--- src/rtl/cpu_trace_buffer.sv ---
// cpu_trace_buffer: circular trace capture for the single-cycle CPU debug ports.
// Captures samples of {pc, instr, pc_next, alu_result, flags} until a trigger is seen.
// It then records POST_TRIG further samples, freezes, and replays the entries oldest-first.
// Ports:
//   clk, rst (sync, active-low), arm (restart capture)
//   cap_valid plus the sample fields: sample input
//   trig_mode, trig_pc, trig_force: trigger selection
//   busy, triggered, done, count: capture status
//   rd_en to rd_valid with the rd_* fields: one entry per accepted request, next cycle
module cpu_trace_buffer #(
  parameter int DATA_W    = 32,
  parameter int DEPTH     = 16,
  parameter int POST_TRIG = 8
) (
  input  logic                     clk,
  input  logic                     rst,
  input  logic                     arm,
  input  logic                     cap_valid,
  input  logic [1:0]               trig_mode,
  input  logic [DATA_W-1:0]        trig_pc,
  input  logic                     trig_force,
  input  logic [DATA_W-1:0]        pc,
  input  logic [DATA_W-1:0]        instr,
  input  logic [DATA_W-1:0]        pc_next,
  input  logic [DATA_W-1:0]        alu_result,
  input  logic [5:0]               flags,
  output logic                     busy,
  output logic                     triggered,
  output logic                     done,
  output logic [$clog2(DEPTH):0]   count,
  input  logic                     rd_en,
  output logic                     rd_valid,
  output logic [DATA_W-1:0]        rd_pc,
  output logic [DATA_W-1:0]        rd_instr,
  output logic [DATA_W-1:0]        rd_pc_next,
  output logic [DATA_W-1:0]        rd_alu_result,
  output logic [5:0]               rd_flags,
  output logic                     rd_trig,
  output logic                     rd_last
);

  localparam int AW = $clog2(DEPTH);
  localparam int CW = AW + 1;
  localparam int EW = 4 * DATA_W + 7;

  typedef enum logic [1:0] {S_IDLE, S_ARMED, S_POST, S_DONE} state_e;

  state_e            state_q;
  logic [AW-1:0]     wr_ptr_q, rd_ptr_q;
  logic [CW-1:0]     count_q, remaining_q, post_cnt_q;
  logic              triggered_q, busy_q, done_q;
  logic              rd_valid_q, rd_trig_q, rd_last_q;
  logic [DATA_W-1:0] rd_pc_q, rd_instr_q, rd_pc_next_q, rd_alu_result_q;
  logic [5:0]        rd_flags_q;

  logic [EW-1:0]     mem_q [DEPTH];

  logic              capturing, wr_en, trig_hit, trig_bit, rd_fire;
  logic [AW-1:0]     wr_ptr_d, oldest_d;
  logic [CW-1:0]     count_d;
  logic [EW-1:0]     rd_ent;

  // Flag bit order: {aluZero, regWrite, branch, condZero, aluSrc, memWrite}.
  always_comb begin
    trig_hit = 1'b0;
    case (trig_mode)
      2'd0:    trig_hit = (pc == trig_pc);
      2'd1:    trig_hit = flags[0];
      2'd2:    trig_hit = flags[3] & flags[5];
      default: trig_hit = trig_force;
    endcase
  end

  assign capturing = (state_q == S_ARMED) || (state_q == S_POST);
  // arm in the same cycle discards the sample; reset blocks all writes.
  assign wr_en     = rst && !arm && cap_valid && capturing;
  // Only the sample that fires the trigger in ARMED carries the trig bit.
  assign trig_bit  = (state_q == S_ARMED) && trig_hit;
  assign rd_fire   = (state_q == S_DONE) && rd_en && (remaining_q != '0);

  assign wr_ptr_d  = wr_ptr_q + AW'(1);
  assign count_d   = (count_q == CW'(DEPTH)) ? count_q : count_q + CW'(1);
  // Oldest entry after this write. When the buffer is full the low bits of
  // count are zero, so this lands on the next write slot, which holds the oldest entry.
  assign oldest_d  = wr_ptr_d - count_d[AW-1:0];

  assign rd_ent    = mem_q[rd_ptr_q];

  // Entry storage is not reset because contents are only read after a full capture.
  always_ff @(posedge clk) begin
    if (wr_en) begin
      mem_q[wr_ptr_q] <= {pc, instr, pc_next, alu_result, flags, trig_bit};
    end
  end

  always_ff @(posedge clk) begin
    if (!rst) begin
      state_q         <= S_IDLE;
      wr_ptr_q        <= '0;
      rd_ptr_q        <= '0;
      count_q         <= '0;
      remaining_q     <= '0;
      post_cnt_q      <= '0;
      triggered_q     <= 1'b0;
      busy_q          <= 1'b0;
      done_q          <= 1'b0;
      rd_valid_q      <= 1'b0;
      rd_trig_q       <= 1'b0;
      rd_last_q       <= 1'b0;
      rd_pc_q         <= '0;
      rd_instr_q      <= '0;
      rd_pc_next_q    <= '0;
      rd_alu_result_q <= '0;
      rd_flags_q      <= '0;
    end else if (arm) begin
      // arm takes priority over any pending read or sample.
      state_q     <= S_ARMED;
      wr_ptr_q    <= '0;
      count_q     <= '0;
      remaining_q <= '0;
      post_cnt_q  <= '0;
      triggered_q <= 1'b0;
      busy_q      <= 1'b1;
      done_q      <= 1'b0;
      rd_valid_q  <= 1'b0;
    end else begin
      rd_valid_q <= 1'b0;
      case (state_q)
        S_ARMED: begin
          if (cap_valid) begin
            wr_ptr_q <= wr_ptr_d;
            count_q  <= count_d;
            if (trig_hit) begin
              triggered_q <= 1'b1;
              if (POST_TRIG == 0) begin
                state_q     <= S_DONE;
                busy_q      <= 1'b0;
                done_q      <= 1'b1;
                rd_ptr_q    <= oldest_d;
                remaining_q <= count_d;
              end else begin
                state_q    <= S_POST;
                post_cnt_q <= CW'(POST_TRIG);
              end
            end
          end
        end
        S_POST: begin
          if (cap_valid) begin
            wr_ptr_q   <= wr_ptr_d;
            count_q    <= count_d;
            post_cnt_q <= post_cnt_q - CW'(1);
            if (post_cnt_q == CW'(1)) begin
              state_q     <= S_DONE;
              busy_q      <= 1'b0;
              done_q      <= 1'b1;
              rd_ptr_q    <= oldest_d;
              remaining_q <= count_d;
            end
          end
        end
        S_DONE: begin
          if (rd_fire) begin
            rd_valid_q      <= 1'b1;
            rd_pc_q         <= rd_ent[4*DATA_W+6 -: DATA_W];
            rd_instr_q      <= rd_ent[3*DATA_W+6 -: DATA_W];
            rd_pc_next_q    <= rd_ent[2*DATA_W+6 -: DATA_W];
            rd_alu_result_q <= rd_ent[DATA_W+6 -: DATA_W];
            rd_flags_q      <= rd_ent[6:1];
            rd_trig_q       <= rd_ent[0];
            rd_last_q       <= (remaining_q == CW'(1));
            rd_ptr_q        <= rd_ptr_q + AW'(1);
            remaining_q     <= remaining_q - CW'(1);
          end
        end
        default: ;
      endcase
    end
  end

  assign busy          = busy_q;
  assign triggered     = triggered_q;
  assign done          = done_q;
  assign count         = count_q;
  assign rd_valid      = rd_valid_q;
  assign rd_pc         = rd_pc_q;
  assign rd_instr      = rd_instr_q;
  assign rd_pc_next    = rd_pc_next_q;
  assign rd_alu_result = rd_alu_result_q;
  assign rd_flags      = rd_flags_q;
  assign rd_trig       = rd_trig_q;
  assign rd_last       = rd_last_q;

endmodule

--- config.mk ---
export PLATFORM = sky130hd
export DESIGN_NAME = cpu_trace_buffer
export DESIGN_NICKNAME = d
export VERILOG_FILES = /design/src/rtl/cpu_trace_buffer.sv
export SDC_FILE = /design/constraint.sdc
export NUM_CORES = 2
export LEC_CHECK = 0
export ABC_CLOCK_PERIOD_IN_PS = 12450
export CORE_ASPECT_RATIO = 1.25
export CORE_MARGIN = 1.5
export CORE_UTILIZATION = 55
export CTS_CLUSTER_DIAMETER = 50
export CTS_CLUSTER_SIZE = 16
export DETAILED_ROUTE_END_ITERATION = 8
export GPL_TIMING_DRIVEN = 0
export PLACE_DENSITY = 0.8
export SLEW_MARGIN = 30
export SYNTH_ARGS = -nofsm -noshare
export SYNTH_HDL_FRONTEND = slang
export SYNTH_SLANG_ARGS = --single-unit
--- constraint.sdc ---
create_clock -name clk -period 12.45 [get_ports clk]
set_clock_uncertainty 0.15 [all_clocks]
set_input_delay 1.8675 -clock clk [delete_from_list [all_inputs] [get_ports clk]]
set_output_delay 1.8675 -clock clk [all_outputs]
set_load 0.03 [all_outputs]
Word-level counts from Yosys, hierarchy flattened. Memories as Yosys holds them, arrays and structs flattened. A register that Yosys moved wholly into a read port is not among the register bits. Index checks and enable logic that the tools add are counted.

Multiplexer cells: 27. Bitwise gates (word level): 4. Equality and inequality tests: 18. Add/subtract/negate cells: 6. Reduce and logical (&&, ||, !) cells: 30.

Operators with widths (count): two-way mux 5 bit (7); == test 32 bit (1); one-hot mux 5 bit (2 select lines) (2); AND reduction 5 bit (3); two-way mux 4 bit (3); AND reduction 3 bit (4); == test 5 x 1 -> 1 bit (second input constant) (2); nonzero test 2 bit (5); subtractor 5 x 1 -> 5 bit (second input constant) (2); != test 3 bit (second input constant) (3); adder 4 x 1 -> 4 bit (second input constant) (2); two-way mux 1 bit (8); two-way mux 2 bit (4); != test 2 bit (second input constant) (4); one-hot mux 4 bit (2 select lines) (1); AND reduction 4 bit (2); == test 2 bit (second input constant) (3); logical AND 1 bit (6); adder 5 x 1 -> 5 bit (second input constant) (1); == test 5 bit (second input constant) (1); nonzero test 5 bit (1); == test 2 x 1 -> 1 bit (second input constant) (2); one-hot mux 2 bit (2 select lines) (1); OR reduction 2 bit (2); 12 further kinds (15).

Memory bits (writable): 2160. Word-level logic and storage cells: 98. Input bits: 174. Output and inout bits: 145. Memories kept: 1. Bits in registers: 30.

Memory list: mem_q (depth 16, bits a word 135, read ports 1, clocked after Yosys merged registers in 1, wr ports 1, RTL line 56) `logic [EW-1:0] mem_q [DEPTH];`.

Depth between registers and ports, before layout.
Depth in word-level cells: 6. Gate-level depth with buffers: 12. Depth with buffers taken out: 12.

Worst setup path before layout. No wires, ideal clock.

Path kind: input -> register. From: input cap_valid. To: memory mem_q[3][0] (netlist name) (enable). Arrival time: 11.770 ns. Buffers on the path: 2. Slack: -0.265 ns. Required time: 11.506 ns. Stages: 6. Setup time: 0.794 ns. Path through: clkbuf_1 nand2b_1 clkbuf_1 nor2_1 nand2_1 nor3_1.

Word-level cells in the longest chain between the ends: 4.

Ends and longest elaborated chain: from (decl) (RTL line 18) `input logic cap_valid,`; logical AND 1 bit (2 in series) (RTL line 76) `assign wr_en = rst && !arm && cap_valid && capturing;`; two-way mux 1 bit (RTL line 91) `if (wr_en) begin`; two-way mux 1 bit (implied by the code) (RTL line 92) `mem_q[wr_ptr_q] <= {pc, instr, pc_next, alu_result, flags, trig_bit};`; to (decl) (RTL line 56).

No other way between the ends.

Final worst setup path.
From: input arm. To: memory mem_q[5][46] (netlist name) (enable).

Word-level cells in the longest chain between the ends: 6.

Ends and longest elaborated chain: from (decl) (RTL line 17) `input logic arm,`; zero test 1 bit (RTL line 76); logical AND 1 bit (3 in series) (RTL line 76); two-way mux 1 bit (RTL line 91); two-way mux 1 bit (implied by the code) (RTL line 92).

No other way between the ends.

==> results.sh <==
export IMPL_status="completed"
export IMPL_cts_resized=0
export IMPL_multi_input_area_sq_um=19100
export IMPL_cts_hold_buffers_added=0
export IMPL_ys_warn_count=0
export IMPL_hold_viol=0
export IMPL_p_leak_uw=0.0314
export IMPL_fmax_mhz=195
export IMPL_wl_per_cell_um=37.5
export IMPL_drtIter0Drc=7443
export IMPL_syn_inst=3902
export IMPL_ys_seq_area_share_pct=77.3
export IMPL_synth_nets=4095
export IMPL_dieWidth_um=361
export IMPL_n_fill_cell=9435
export IMPL_ant_nets=0
export IMPL_cts_tree="done"
export IMPL_slew_violations=0
export IMPL_postLayoutSetupSlackWorst_ns=7.31
export IMPL_rsz0062_at_grt="false"
export IMPL_synth_area_leaders="edfxtp_1 (74%), mux4_2 (17%), dfxtp_1 (3.7%), nand2_1 (1.1%), a21boi_1 (1.1%)"
export IMPL_finalCritPeriodShare_pct=41.2
export IMPL_drt_pre_antenna_iters=6
export IMPL_area_growth_pct=17.9
export IMPL_max_stage_delay_ns=0.63
export IMPL_cts_setup_buffers=0
export IMPL_vdd_drop_max_uv=132
export IMPL_maxCapViolations=0
export IMPL_floorplan_initialDensity_pct=55.3
export IMPL_vias=46800
export IMPL_grt_pass1_vias=47900
export IMPL_slew_headroom_pct=26.3
export IMPL_netlist_area_sq_um=88200
export IMPL_hold_slack_ns=0.302
export IMPL_die_h_um=451
export IMPL_place_congestion=0.790
export IMPL_setup_violations=0
export IMPL_fp_coreArea_sq_um=159000
export IMPL_synthFlopType="edfxtp_1"
export IMPL_nets=4791
export IMPL_cpMostUsedCell="buf_16"
export IMPL_crit_slowest_cell="nor2_4"
export IMPL_grt_max_degree=19
export IMPL_async_reset_ff_share_pct=0
export IMPL_rrSetupSlack_ns=8.15
export IMPL_cp_arrival_ns=5.50
export IMPL_overflow=0
export IMPL_seq_area_sq_um=68200
export IMPL_synth_cell_types=50
export IMPL_hold_path_class="flip-flop to flip-flop"
export IMPL_layout_commonest_cell="edfxtp_1"
export IMPL_synth_edf_count=2160
export IMPL_synth_top_area_share_pct=73.6
export IMPL_io_pins=319
export IMPL_worst_skew_pair_late_latency_ns=0.86
export IMPL_start_kind="input port"
export IMPL_grt_pass1_wl_um=356000
export IMPL_die_area_sq_um=163000
export IMPL_power_density_nw_per_um2=139
export IMPL_criticalPathCategory="input port to flip-flop"
export IMPL_io_buffers=317
export IMPL_path_cells="clkdlybuf4s50_1, nand2b_1, nor2_1, nand2_1, nor2_4, buf_16, buf_16, buf_16, buf_16, buf_16, buf_16, buf_8"
export IMPL_power_uw=14500
export IMPL_drcViolationCount=0
export IMPL_root_buffer="clkbuf_16"
export IMPL_mostFrequentLayoutCells="edfxtp_1 (2160), mux4_2 (663), clkdlybuf4s50_1 (317)"
export IMPL_pre_cts_ws_ns=6.58
export IMPL_antenna_found_initial=37
export IMPL_finalSetupTns_ns=0
export IMPL_tightest_slew_ns=1.11
export IMPL_crit_fanout=15
export IMPL_required_ns=12.82
export IMPL_period_needed_ns=5.14
export IMPL_clk_pin_slew_ns=0.07
export IMPL_ys_seq_elements=2325
export IMPL_cts_sinks=2325
export IMPL_dp_hpwl_um=159000
export IMPL_synth_largest_area_cell="edfxtp_1"
export IMPL_via_per_inst=6.85
export IMPL_layout_drive_gt1_share_pct=25.6
export IMPL_h_tree_depth=4
export IMPL_syn_avg_cell_area_sq_um=22.6
export IMPL_wl_um=256000
export IMPL_cts_buffers=175
export IMPL_grt_use_total_pct=31.5
export IMPL_clock_path_buffers=3
export IMPL_cp_end_kind="flip-flop"
export IMPL_rows=164
-- kinds of logic after synthesis --
kind of cell               after synthesis  synth area share, %
buffers and inverters                  231                 1.21
muxes                                  679                 17.1
AOI/OAI and AO/OA                      216                 1.75
and+or+nand+nor                        386                 1.86
DFF                                   2325                 77.3
xor gates and xnor gates                46                0.457
adders and majority gates               19                0.278
-- cells in the mapped netlist (25+ instances only) --
library cell / instances
a211oi_1: 25
a21boi_1: 126
a21oi_1: 31
buf_1: 25
buf_2: 53
buf_4: 26
clkbuf_1: 104
dfxtp_1: 165
edfxtp_1: 2160
mux4_2: 663
nand2_1: 270
nor2_1: 35
nor2b_1: 30
xnor2_1: 41
-- layout make-up --
type / instances / share of cell area [%]
sequential: 2325 / 65.6
multi-input combinational: 1346 / 18.4
timing repair buffer: 519 / 7.20
clock buffer: 262 / 4.67
tap: 2075 / 2.50
buffer: 213 / 0.983
clock inverter: 44 / 0.553
antenna: 31 / 0.0746
inverter: 18 / 0.0650
-- final timing paths --
check | cells past startpoint | startpoint | to
worst max-delay path | 12 | arm | mem_q[5][46]$_DFFE_PP_
worst min register to register | 2 | done$_SDFFE_PP0P_ | done$_SDFFE_PP0P_
worst min-delay path | 2 | done$_SDFFE_PP0P_ | done$_SDFFE_PP0P_
worst max register to register | 14 | state_q[0]$_SDFFE_PN0P_ | mem_q[5][46]$_DFFE_PP_
-- state kept, by name, summed over array words and instances (netlist names), 2 cells and up --
signal and cells:
count 5, mem_q 2160, post_cnt_q 5, rd_alu_result 32
rd_flags 6, rd_instr 32, rd_pc 32, rd_pc_next 32
rd_ptr_q 4, remaining_q 5, state_q 2, wr_ptr_q 4
-- critical path: cells and delay by family --
family | cells | cell delay [ns]
and+or+nand+nor | 4 | 1.59
buffers and inverters | 8 | 1.95
-- per-stage QoR --
stage	instances	cell area (sq um)	utilization [%]
floorplan	3902	88200	-
global placement	6294	93900	58.9
detailed placement	6494	98400	61.7
CTS	6800	104000	65.1
global route	6819	104000	65.2
finish	6833	104000	65.2
-- power breakdown --
group / internal, uW / switching [uW]
Combinational: 111 / 190
Sequential: 8530 / 5.39
Clock: 2920 / 2710
-- per-layer routing --
metal	GRT usage (%)	vias up	share of wire [%]
met5	0	-	0.087
met4	17.2	32	6.1
met3	7.77	825	12
met2	52.8	3971	51
met1	37.8	24300	31
li1	-	17700	-
Power figures use the tool's default switching activity.
